$ cat src/rtl/ewb_pkg.sv
// Shared types and constants for the eviction write buffer.
//   line_t / addr_t : default line and address types (256-bit line, 32-bit byte address)
//   state_t         : drain FSM states
//   LINE_OFFSET_BITS: byte-offset bits ignored by every line compare
package ewb_pkg;

    localparam int unsigned LINE_WIDTH       = 256;
    localparam int unsigned ADDR_WIDTH       = 32;
    localparam int unsigned LINE_OFFSET_BITS = 5;

    typedef logic [LINE_WIDTH-1:0] line_t;
    typedef logic [ADDR_WIDTH-1:0] addr_t;

    typedef enum logic [1:0] {
        IDLE  = 2'd0,
        READ  = 2'd1,
        WRITE = 2'd2,
        FWD   = 2'd3
    } state_t;

endpackage

$ cat src/rtl/ewb_entry_store.sv
// Circular FIFO of {valid, addr, data} for evicted lines, with parallel line compare.
//   clk_i, rst_ni     : clock, async active-low reset
//   push_i            : accepted push (already qualified by ready_o)
//   push_addr_i/data_i: pushed line; coalesces into a matching entry, else appends at tail
//   head_busy_i       : head is in flight to memory, so it must not be overwritten
//   pop_i             : retire the head entry
//   rd_line_i         : line address of the pending fill, compared against all valid entries
//   ready_o, empty_o  : count != depth, count == 0 (registered count)
//   head_addr_o/data_o: head entry contents
//   rd_hit_o          : fill address matches a valid entry
//   rd_hit_data_o     : data of the newest matching entry (only with EWB_FWD_EN)
module ewb_entry_store
    import ewb_pkg::*;
#(
    parameter int unsigned width      = LINE_WIDTH,
    parameter int unsigned addr_width = ADDR_WIDTH,
    parameter int unsigned depth      = 4
) (
    input  logic                                  clk_i,
    input  logic                                  rst_ni,
    input  logic                                  push_i,
    input  logic [addr_width-1:0]                 push_addr_i,
    input  logic [width-1:0]                      push_data_i,
    input  logic                                  head_busy_i,
    input  logic                                  pop_i,
    input  logic [addr_width-1:LINE_OFFSET_BITS]  rd_line_i,
    output logic                                  ready_o,
    output logic                                  empty_o,
    output logic [addr_width-1:0]                 head_addr_o,
    output logic [width-1:0]                      head_data_o,
    output logic                                  rd_hit_o
`ifdef EWB_FWD_EN
    ,
    output logic [width-1:0]                      rd_hit_data_o
`endif
);

    localparam int unsigned IdxW = (depth > 1) ? $clog2(depth) : 1;
    localparam int unsigned CntW = $clog2(depth + 1);

    typedef logic [IdxW-1:0] idx_t;

    logic [depth-1:0]      valid_q, valid_d;
    logic [addr_width-1:0] addr_q [depth];
    logic [width-1:0]      data_q [depth];
    idx_t                  head_q, head_d, tail_q, tail_d;
    logic [CntW-1:0]       count_q, count_d;

    logic rd_hit, push_hit, append;
    idx_t push_idx, wr_idx, idx;
`ifdef EWB_FWD_EN
    idx_t rd_idx;
`endif

    // Walk from oldest to newest so a later (tail-side) match overrides an earlier one.
    always_comb begin
        rd_hit   = 1'b0;
        push_hit = 1'b0;
        push_idx = '0;
        idx      = '0;
`ifdef EWB_FWD_EN
        rd_idx   = '0;
`endif
        for (int unsigned i = 0; i < depth; i++) begin
            idx = head_q + idx_t'(i);
            if (valid_q[idx] && addr_q[idx][addr_width-1:LINE_OFFSET_BITS] == rd_line_i) begin
                rd_hit = 1'b1;
`ifdef EWB_FWD_EN
                rd_idx = idx;
`endif
            end
            if (valid_q[idx] && !(head_busy_i && i == 0) &&
                addr_q[idx][addr_width-1:LINE_OFFSET_BITS] ==
                push_addr_i[addr_width-1:LINE_OFFSET_BITS]) begin
                push_hit = 1'b1;
                push_idx = idx;
            end
        end
    end

    assign append = push_i && !push_hit;
    assign wr_idx = push_hit ? push_idx : tail_q;

    always_comb begin
        valid_d = valid_q;
        head_d  = head_q;
        tail_d  = tail_q;
        if (pop_i) begin
            valid_d[head_q] = 1'b0;
            head_d          = head_q + idx_t'(1);
        end
        if (append) begin
            valid_d[tail_q] = 1'b1;
            tail_d          = tail_q + idx_t'(1);
        end
        count_d = count_q + CntW'(append) - CntW'(pop_i);
    end

    always_ff @(posedge clk_i or negedge rst_ni) begin
        if (!rst_ni) begin
            valid_q <= '0;
            head_q  <= '0;
            tail_q  <= '0;
            count_q <= '0;
        end else begin
            valid_q <= valid_d;
            head_q  <= head_d;
            tail_q  <= tail_d;
            count_q <= count_d;
        end
    end

    // Payload needs no reset: nothing reads it while its valid bit is clear.
    // A coalesce keeps the original address and replaces only the data.
    always_ff @(posedge clk_i) begin
        if (push_i) begin
            data_q[wr_idx] <= push_data_i;
            if (!push_hit) begin
                addr_q[tail_q] <= push_addr_i;
            end
        end
    end

    assign ready_o     = (count_q != CntW'(depth));
    assign empty_o     = (count_q == '0);
    assign head_addr_o = addr_q[head_q];
    assign head_data_o = data_q[head_q];
    assign rd_hit_o    = rd_hit;
`ifdef EWB_FWD_EN
    assign rd_hit_data_o = data_q[rd_idx];
`endif

endmodule

$ cat src/rtl/ewb_drain.sv
// Eviction write buffer between the L1 datapath and physical memory.
// Queues dirty evicted lines, drains them with pmem_write when memory is free, and passes
// line-fill reads through with priority over draining. A fill never sees stale memory data
// for a line still held in the buffer.
// Optional feature macro EWB_FWD_EN: a fill hitting the buffer is answered from the buffer
// (FWD state). Without it, a hitting fill forces drains until no entry matches, then reads.
//   clk, rst_n                       : clock, async active-low reset
//   ewb_push/addr/wdata, ewb_ready   : eviction push side
//   c_read/c_address, c_rdata/c_resp : cache fill side
//   pmem_read/write/address/wdata    : memory request side
//   pmem_rdata/pmem_resp             : memory response side
module ewb_drain
    import ewb_pkg::*;
#(
    parameter int unsigned width      = LINE_WIDTH,
    parameter int unsigned addr_width = ADDR_WIDTH,
    parameter int unsigned depth      = 4
) (
    input  logic                  clk,
    input  logic                  rst_n,
    input  logic                  ewb_push,
    input  logic [addr_width-1:0] ewb_addr,
    input  logic [width-1:0]      ewb_wdata,
    output logic                  ewb_ready,
    input  logic                  c_read,
    input  logic [addr_width-1:0] c_address,
    output logic [width-1:0]      c_rdata,
    output logic                  c_resp,
    output logic                  pmem_read,
    output logic                  pmem_write,
    output logic [addr_width-1:0] pmem_address,
    output logic [width-1:0]      pmem_wdata,
    input  logic [width-1:0]      pmem_rdata,
    input  logic                  pmem_resp
);

    state_t state_q, state_d;

    logic                  push_acc, push_rd_hit, st_rd_hit, rd_hit;
    logic                  empty, pop;
    logic [addr_width-1:0] head_addr;
    logic [width-1:0]      head_data;
`ifdef EWB_FWD_EN
    logic [width-1:0]      st_hit_data;
    logic [width-1:0]      fwd_q, fwd_d;
`endif

    assign push_acc = ewb_push && ewb_ready;

    // A push landing in the same cycle as a fill to the same line is not in the store yet,
    // but its data is newer than memory, so it counts as a hit.
    assign push_rd_hit = push_acc && (ewb_addr[addr_width-1:LINE_OFFSET_BITS] ==
                                      c_address[addr_width-1:LINE_OFFSET_BITS]);
    assign rd_hit = st_rd_hit || push_rd_hit;

    ewb_entry_store #(
        .width      (width),
        .addr_width (addr_width),
        .depth      (depth)
    ) u_store (
        .clk_i         (clk),
        .rst_ni        (rst_n),
        .push_i        (push_acc),
        .push_addr_i   (ewb_addr),
        .push_data_i   (ewb_wdata),
        .head_busy_i   (state_q == WRITE),
        .pop_i         (pop),
        .rd_line_i     (c_address[addr_width-1:LINE_OFFSET_BITS]),
        .ready_o       (ewb_ready),
        .empty_o       (empty),
        .head_addr_o   (head_addr),
        .head_data_o   (head_data),
        .rd_hit_o      (st_rd_hit)
`ifdef EWB_FWD_EN
        ,
        .rd_hit_data_o (st_hit_data)
`endif
    );

    always_comb begin
        state_d      = state_q;
        pop          = 1'b0;
        pmem_read    = 1'b0;
        pmem_write   = 1'b0;
        pmem_address = '0;
        pmem_wdata   = '0;
        c_resp       = 1'b0;
        c_rdata      = '0;
`ifdef EWB_FWD_EN
        fwd_d        = fwd_q;
`endif
        case (state_q)
            IDLE: begin
                if (c_read && rd_hit) begin
`ifdef EWB_FWD_EN
                    state_d = FWD;
                    fwd_d   = push_rd_hit ? ewb_wdata : st_hit_data;
`else
                    state_d = WRITE;
`endif
                end else if (c_read) begin
                    state_d = READ;
                end else if (!empty || push_acc) begin
                    // Including the incoming push starts the first drain the cycle after it.
                    state_d = WRITE;
                end
            end
            READ: begin
                pmem_read    = 1'b1;
                pmem_address = c_address;
                if (pmem_resp) begin
                    c_resp  = 1'b1;
                    c_rdata = pmem_rdata;
                    state_d = IDLE;
                end
            end
            WRITE: begin
                pmem_write   = 1'b1;
                pmem_address = head_addr;
                pmem_wdata   = head_data;
                if (pmem_resp) begin
                    pop     = 1'b1;
                    state_d = IDLE;
                end
            end
`ifdef EWB_FWD_EN
            FWD: begin
                c_resp  = 1'b1;
                c_rdata = fwd_q;
                state_d = IDLE;
            end
`endif
            default: state_d = IDLE;
        endcase
    end

    always_ff @(posedge clk or negedge rst_n) begin
        if (!rst_n) begin
            state_q <= IDLE;
        end else begin
            state_q <= state_d;
        end
    end

`ifdef EWB_FWD_EN
    always_ff @(posedge clk or negedge rst_n) begin
        if (!rst_n) begin
            fwd_q <= '0;
        end else begin
            fwd_q <= fwd_d;
        end
    end
`endif

endmodule

$ cat config.mk
export PLATFORM = sky130hd
export DESIGN_NAME = ewb_drain
export DESIGN_NICKNAME = d
export VERILOG_FILES = /design/src/rtl/ewb_pkg.sv /design/src/rtl/ewb_entry_store.sv /design/src/rtl/ewb_drain.sv
export SDC_FILE = /design/constraint.sdc
export NUM_CORES = 1
export LEC_CHECK = 0
export ABC_AREA = 1
export CAP_MARGIN = 20
export CORE_AREA = 4 4 436 438
export CTS_CLUSTER_SIZE = 24
export DETAILED_ROUTE_END_ITERATION = 10
export DIE_AREA = 0 0 440 442
export PLACE_DENSITY = 0.62
export SYNTH_ARGS = -nofsm -noshare
export SYNTH_HDL_FRONTEND = slang
export SYNTH_SLANG_ARGS = --single-unit
$ cat constraint.sdc
create_clock -name clk -period 15.2 [get_ports clk]
set_input_delay 3.04 -clock clk [delete_from_list [all_inputs] [get_ports clk]]
set_output_delay 3.04 -clock clk [all_outputs]
set_load 0.05 [all_outputs]
# Word level (Yosys, flattened, before mapping)
# Memories as Yosys holds them, arrays and structs flattened.
# Index checks and enable logic that the tools add are counted.
word_totals:
  register_bits: 13
  latchBits: 0
  mem_bits_rw: 1152
  mem_bits_ro: 0
  in_bits: 581
  out_inout_bits: 548
  wordCells: 107
  memories: 2
mem_list:
  columns: ["memory", "depth", "word_bits", "read_ports", "rd_ports_with_merged_regs", "wr", "line_no", "rtl"]
  rows:
  - ["u_store.data_q", 4, 256, 1, 0, 1, "ewb_entry_store.sv:45", "logic [width-1:0] data_q [depth];"]
  - ["u_store.addr_q", 4, 32, 4, 0, 1, "ewb_entry_store.sv:44", "logic [addr_width-1:0] addr_q [depth];"]
classes:
  addsub: 6
  n_mul: 0
  n_div: 0
  order_cmp: 7
  n_eq_ne: 14
  n_shift: 0
  muxes: 46
  bitwise_logic: 3
  reduce_logical: 24
op_table:
  columns: ["cell", "n"]
  rows:
  - ["256-bit 2-to-1 mux", 3]
  - ["27-bit equality test", 9]
  - ["32-bit one-hot mux with 2 select lines", 1]
  - ["1-bit 2-to-1 mux", 24]
  - ["2-bit 2-to-1 mux", 9]
  - ["1-bit logical AND", 15]
  - ["2-bit by 3-bit less-than comparator with 1-bit output (second input constant)", 5]
  - ["1-bit binary-select mux with 2-bit select", 4]
  - ["4-bit 2-to-1 mux", 2]
  - ["2-bit by 1-bit adder with 2-bit output (second input constant)", 2]
  - ["2-bit adder (second input constant)", 2]
  - ["4-bit AND", 1]
  - ["1-bit demux with 2-bit select", 2]
  - ["2-bit by 1-bit greater-or-equal comparator with 1-bit output (second input constant)", 2]
  - ["4-bit inequality test (second input constant)", 1]
  - ["4-bit inverter", 1]
  - ["4-bit bitwise OR", 1]
  - ["2-bit one-hot mux with 2 select lines", 1]
  - ["3-bit by 1-bit adder with 3-bit output", 1]
  - ["1-bit logical NOT", 3]
  - ["3-bit logical NOT", 1]
  - ["3-bit inequality test (second input constant)", 1]
  - ["3-bit by 1-bit subtractor with 3-bit output", 1]
  - ["2-bit by 1-bit equality test with 1-bit output (second input constant)", 1]
  - ["other kinds (6)", 7]

# Depth between registers and ports, before layout
depth:
  depth_word: 12
  ltp_mapped: 28
  mapped_depth_nobuf: 20

# Hierarchy
# From an unflattened synthesis, not the netlist that was laid out.
unflattened:
  cells_unflattened: 5406
  area_unflattened_um2: 53545.1
modules_own_cells:
  columns: ["mod", "instances", "cells_each", "area_each_um2"]
  rows:
  - ["ewb_entry_store", 1, 4052, 48211.2]
  - ["ewb_drain", 1, 1354, 5333.9]

# Least setup slack after synthesis
# No wires, ideal clock.
synth_path:
  kind: "input to register"
  start: "input port ewb_addr[11]"
  end: "memory u_store.data_q[0][0] (netlist bit) (enable)"
  arrival_time_ps: 14916
  required_ps: 14323
  setup_slack_ps: -594
  path_stages: 15
  cell_sequence: "clkbuf_1 > inv_1 > nand3_1 > nand2_1 > nor2_1 > nand3_1 > nor2_1 > nand2_1 > nor2_1 > nor2_1 > nand2_1 > nand3_1 > nand2_1 > nand2_1 > nor2_1"
synth_between:
  elab_chain_len: 7
synth_lines:
  columns: ["item", "line_no", "rtl"]
  rows:
  - ["start, declared", "ewb_drain.sv:22", "input logic [addr_width-1:0] ewb_addr,"]
  - ["27-bit equality test", "ewb_entry_store.sv:73", "addr_q[idx][addr_width-1:LINE_OFFSET_BITS] =="]
  - ["1-bit logical AND", "ewb_entry_store.sv:72", "if (valid_q[idx] && !(head_busy_i && i == 0) &&"]
  - ["2-bit 2-to-1 mux or 1-bit 2-to-1 mux (tied branches) (4 in a row)", "ewb_entry_store.sv:72", null]
  - ["2-bit 2-to-1 mux (*)", "ewb_entry_store.sv:82", "assign wr_idx = push_hit ? push_idx : tail_q;"]
  - ["end, declared", "ewb_entry_store.sv:45", null]
# Mark *: on every way between the ends. The rest lies on a longest branch, timed or not.

# Worst setup path after layout
layout_path:
  start: "register u_store.head_q[0]"
  end: "output port pmem_wdata[80]"
layout_between:
  elab_chain_len: 2
layout_lines:
  columns: ["item", "line_no", "rtl"]
  rows:
  - ["start, declared", "ewb_entry_store.sv:46", "idx_t head_q, head_d, tail_q, tail_d;"]
  - ["start signal, assigned", "ewb_entry_store.sv:102", "head_q <= '0;"]
  - ["start signal, assigned", "ewb_entry_store.sv:107", "head_q <= head_d;"]
  - ["memory read 4 x 256 bit", null, null]
  - ["256-bit 2-to-1 mux", "ewb_drain.sv:92", "case (state_q)"]
  - ["end, declared", "ewb_drain.sv:32", "output logic [width-1:0] pmem_wdata,"]
# Every way passes these cells.

==> results.cfg <==
[power]
vdd.ir_drop.worst_uv = 194.5
p_seq_share_pct = 29.3
leakage_nw = 26.72
power.internal_mw = 7.940
p_comb_share_pct = 49.9
clkPwrFrac_pct = 20.8
sw_frac_of_total_pct = 47.14
p_per_area_mw_per_mm2 = 208.0
p_total_mw = 15.02
switchingPower_mw = 7.082

[layout]
fin_nets = 7235
area_growth_pct = 33.01
drive_above_1_share_pct = 4.154
fin_cells = 9282

[synthesis]
synth_top_area_cell = edfxtp_1
synth_cell_types = 40
synth_area_sq_mm = 0.05430
ys_seq_elements = 1165
synth_top_area_share_pct = 63.71
synth_nets = 6236
synth.yosys.seq_area_share_pct = 64.31
yosysWarnings = 0
avgSynthCellArea_sq_um = 9.625
synthTopCellsByArea = edfxtp_1 64%, nor2_1 10%, nand2_1 5.8%
synthCells = 5641

[worst_setup_path]
critPathKind = flop to output port
crit_path_end_kind = output port
arrival_ns = 6.24
max_stage_delay_ns = 1.09
critPathBufInv = 6
r2r-start = u_store.head_q[1]$_DFFE_PN0P_
worstPathMaxFanout = 117
crit_required_ns = 12.16
crit_family = buffers and inverters
crit_chain = inv_16, buf_4, buf_4, buf_4, buf_4, o21ai_0, a21oi_1, clkdlybuf4s50_1
start_kind = flop
cp_slowest_cell = clkdlybuf4s50_1
worstSetupStartpoint = u_store.head_q[0]$_DFFE_PN0P_
cpMostUsedCell = buf_4

[floorplanning]
pin_count = 1129
fp-row-count = 159
start_util_pct = 29.10
die-area_sq_mm = 0.1945
die_y_microns = 442
dieWidth_microns = 440
core_area_sq_mm = 0.1866

[clock_network]
clock_path_buffers = 3
cts_resized = 0
clkLatencyLatePin_ns = 0.77
htreeDepth = 4
cts_buffers = 132
postCtsSetupRepairBufs = 0
clkTransAtPathRegs_ns = 0.05
cts_tree = built
root_buffer = clkbuf_16
hold_buffers = 0
cts.sinks = 1165

[global_routing]
grt_usage_pct = 27.26
grt_pass1_wl_mm = 366.6
antenna_found_initial = 138
grt_max_degree = 228
gr-total-overflow = 0
grt_pass1_vias = 43187

[detailed_routing]
wirelength_mm = 274.5
vias_per_cell = 4.949
ant_nets = 0
wl_per_cell_microns = 29.57
drt_iter0_markers = 4146
dr.pass1.iters = 6
vias = 45941
drc_errors = 0

[placement]
gp_congestion = 1.024
place_inst = 9000
portBuffers = 1128
hpwl_mm = 205.8

[run_status]
status = finished clean

[sta]
hold_viol_final = 0
rsz0062_at_grt = false
maxSlewHeadroom_pct = 23.22
period_needed_ns = 9.283
max_freq_ghz = 0.1077
tns_ns = 0
fin_worst_skew_ns = 0.03278
setup_viol = 0
drv_slew = 0
worst_pin_slew_ns = 1.152
period_share_pct = 61.07

[hold_path]
min_path_type = flop to flop
min_from = u_store.valid_q[3]$_DFF_PN0_

[job]
maxCapViolations = 0
flip-flops by register name, indices dropped and copies added (netlist names):
register	flops
state_q	2
u_store.valid_q	4
u_store.count_q	3
u_store.tail_q	2
u_store.data_q	1024
u_store.head_q	2
u_store.addr_q	128
stage by stage:
| stage | cell area (sq um) | setup WS, ns | util (%) | hold slack (ns) |
|---|---|---|---|---|
| detailed placement | 67860 | 6.011 | 36.36 | 0.5012 |
| CTS | 72070 | 5.826 | 38.62 | 0.5147 |
| global route | 72170 | 5.490 | 38.67 | 0.5285 |
| finish | 72220 | 5.917 | 38.70 | 0.5088 |
| floorplan | 54310 | 3.746 | - | 0.4734 |
| global placement | 67860 | 6.004 | 36.36 | 0.5000 |
cells in the mapped netlist (all sizes together):
master	number
xor2	59
buf	89
edfxtp	1152
nor2	1466
a211oi	4
nor4	6
a21oi	310
o22ai	22
o2111ai	9
nor3	16
dfrtp	13
nand4	17
nand3	406
nand2	854
or2	2
clkbuf	232
nand3b	4
nor2b	1
a22o	1
ha	13
o211ai	1
inv	403
xnor2	9
fa	1
and2	3
nor4b	1
o21ai	547
cells by family after synthesis:
kind of cell	share of synthesized area, %
simple gates	20.45
flops	64.31
xor+xnor	1.097
buf+inv	5.418
fa+ha+maj	0.3365
compound gates	8.383
power groups by stage:
stage	logic, mW	clock network, mW	registers [mW]
floorplan	4.64	0	4.54
global placement	7.42	0	4.44
detailed placement	7.43	0	4.45
CTS	7.46	3.20	4.39
global route	8.01	3.34	4.44
finish	7.50	3.13	4.39
final timing paths:
kind | end | cells past startpoint | slack [ns]
setup / recovery | pmem_wdata[80] | 8 | 5.92
max in group asynchronous | u_store.head_q[1]$_DFFE_PN0P_ | 1 | 11.72
hold / removal | u_store.valid_q[3]$_DFF_PN0_ | 2 | 0.51
hold reg to reg | u_store.valid_q[3]$_DFF_PN0_ | 2 | 0.51
min in group asynchronous | state_q[0]$_DFFE_PN0P_ | 1 | 2.79
setup reg to reg | u_store.data_q[0][206]$_DFFE_PP_ | 22 | 7.55
metal layers:
layer | up-vias | global-route usage [%] | wire (microns)
met1 | 22234 | 32.73 | 107600
li1 | 21036 | - | -
met2 | 2120 | 44.98 | 130900
met4 | 30 | 13.16 | 14140
met3 | 521 | 7.628 | 21700
met5 | - | 0 | 197
placed cells by master, fill, tap and decap left out, types with 4 or more instances in the layout:
master	synthesis	layout
clkbuf_1	232	24
nor4_1	6	6
edfxtp_1	1152	1152
xnor2_1	9	9
clkinvlp_4	0	4
nor3_1	16	16
clkbuf_16	0	134
buf_4	11	54
bufinv_16	0	12
inv_1	398	397
xor2_1	59	59
dfrtp_1	13	11
a211oi_1	4	4
clkdlybuf4s50_1	0	1128
nor2_4	1	9
nand2_2	9	9
clkinv_1	0	27
nand2_1	844	843
o21ai_0	546	546
nor2_1	1464	1456
a21oi_1	310	310
o22ai_1	22	22
diode_2	0	47
nand4_1	17	17
o2111ai_1	9	9
clkinv_2	0	19
nand3b_1	4	4
inv_6	1	9
ha_1	13	10
nand3_1	401	401
nand3_2	5	5
worst min-delay path, cell delays in order, from the launching register on:
cell and delay [ns]:
dfrtp_1 0.36, nand2_1 0.06, o21ai_0 0.06
area by class of cell:
type / instances / area (sq um)
Clock inverter: 76 / 770.7
Sequential cell: 1165 / 34930
Timing Repair Buffer: 1186 / 11780
Tap cell: 2495 / 3122
Fill cell: 18376 / 114400
Multi-Input combinational cell: 3752 / 16510
Inverter: 403 / 1544
Clock buffer: 158 / 3443
Antenna cell: 47 / 117.6
Power figures use the tool's default switching activity.
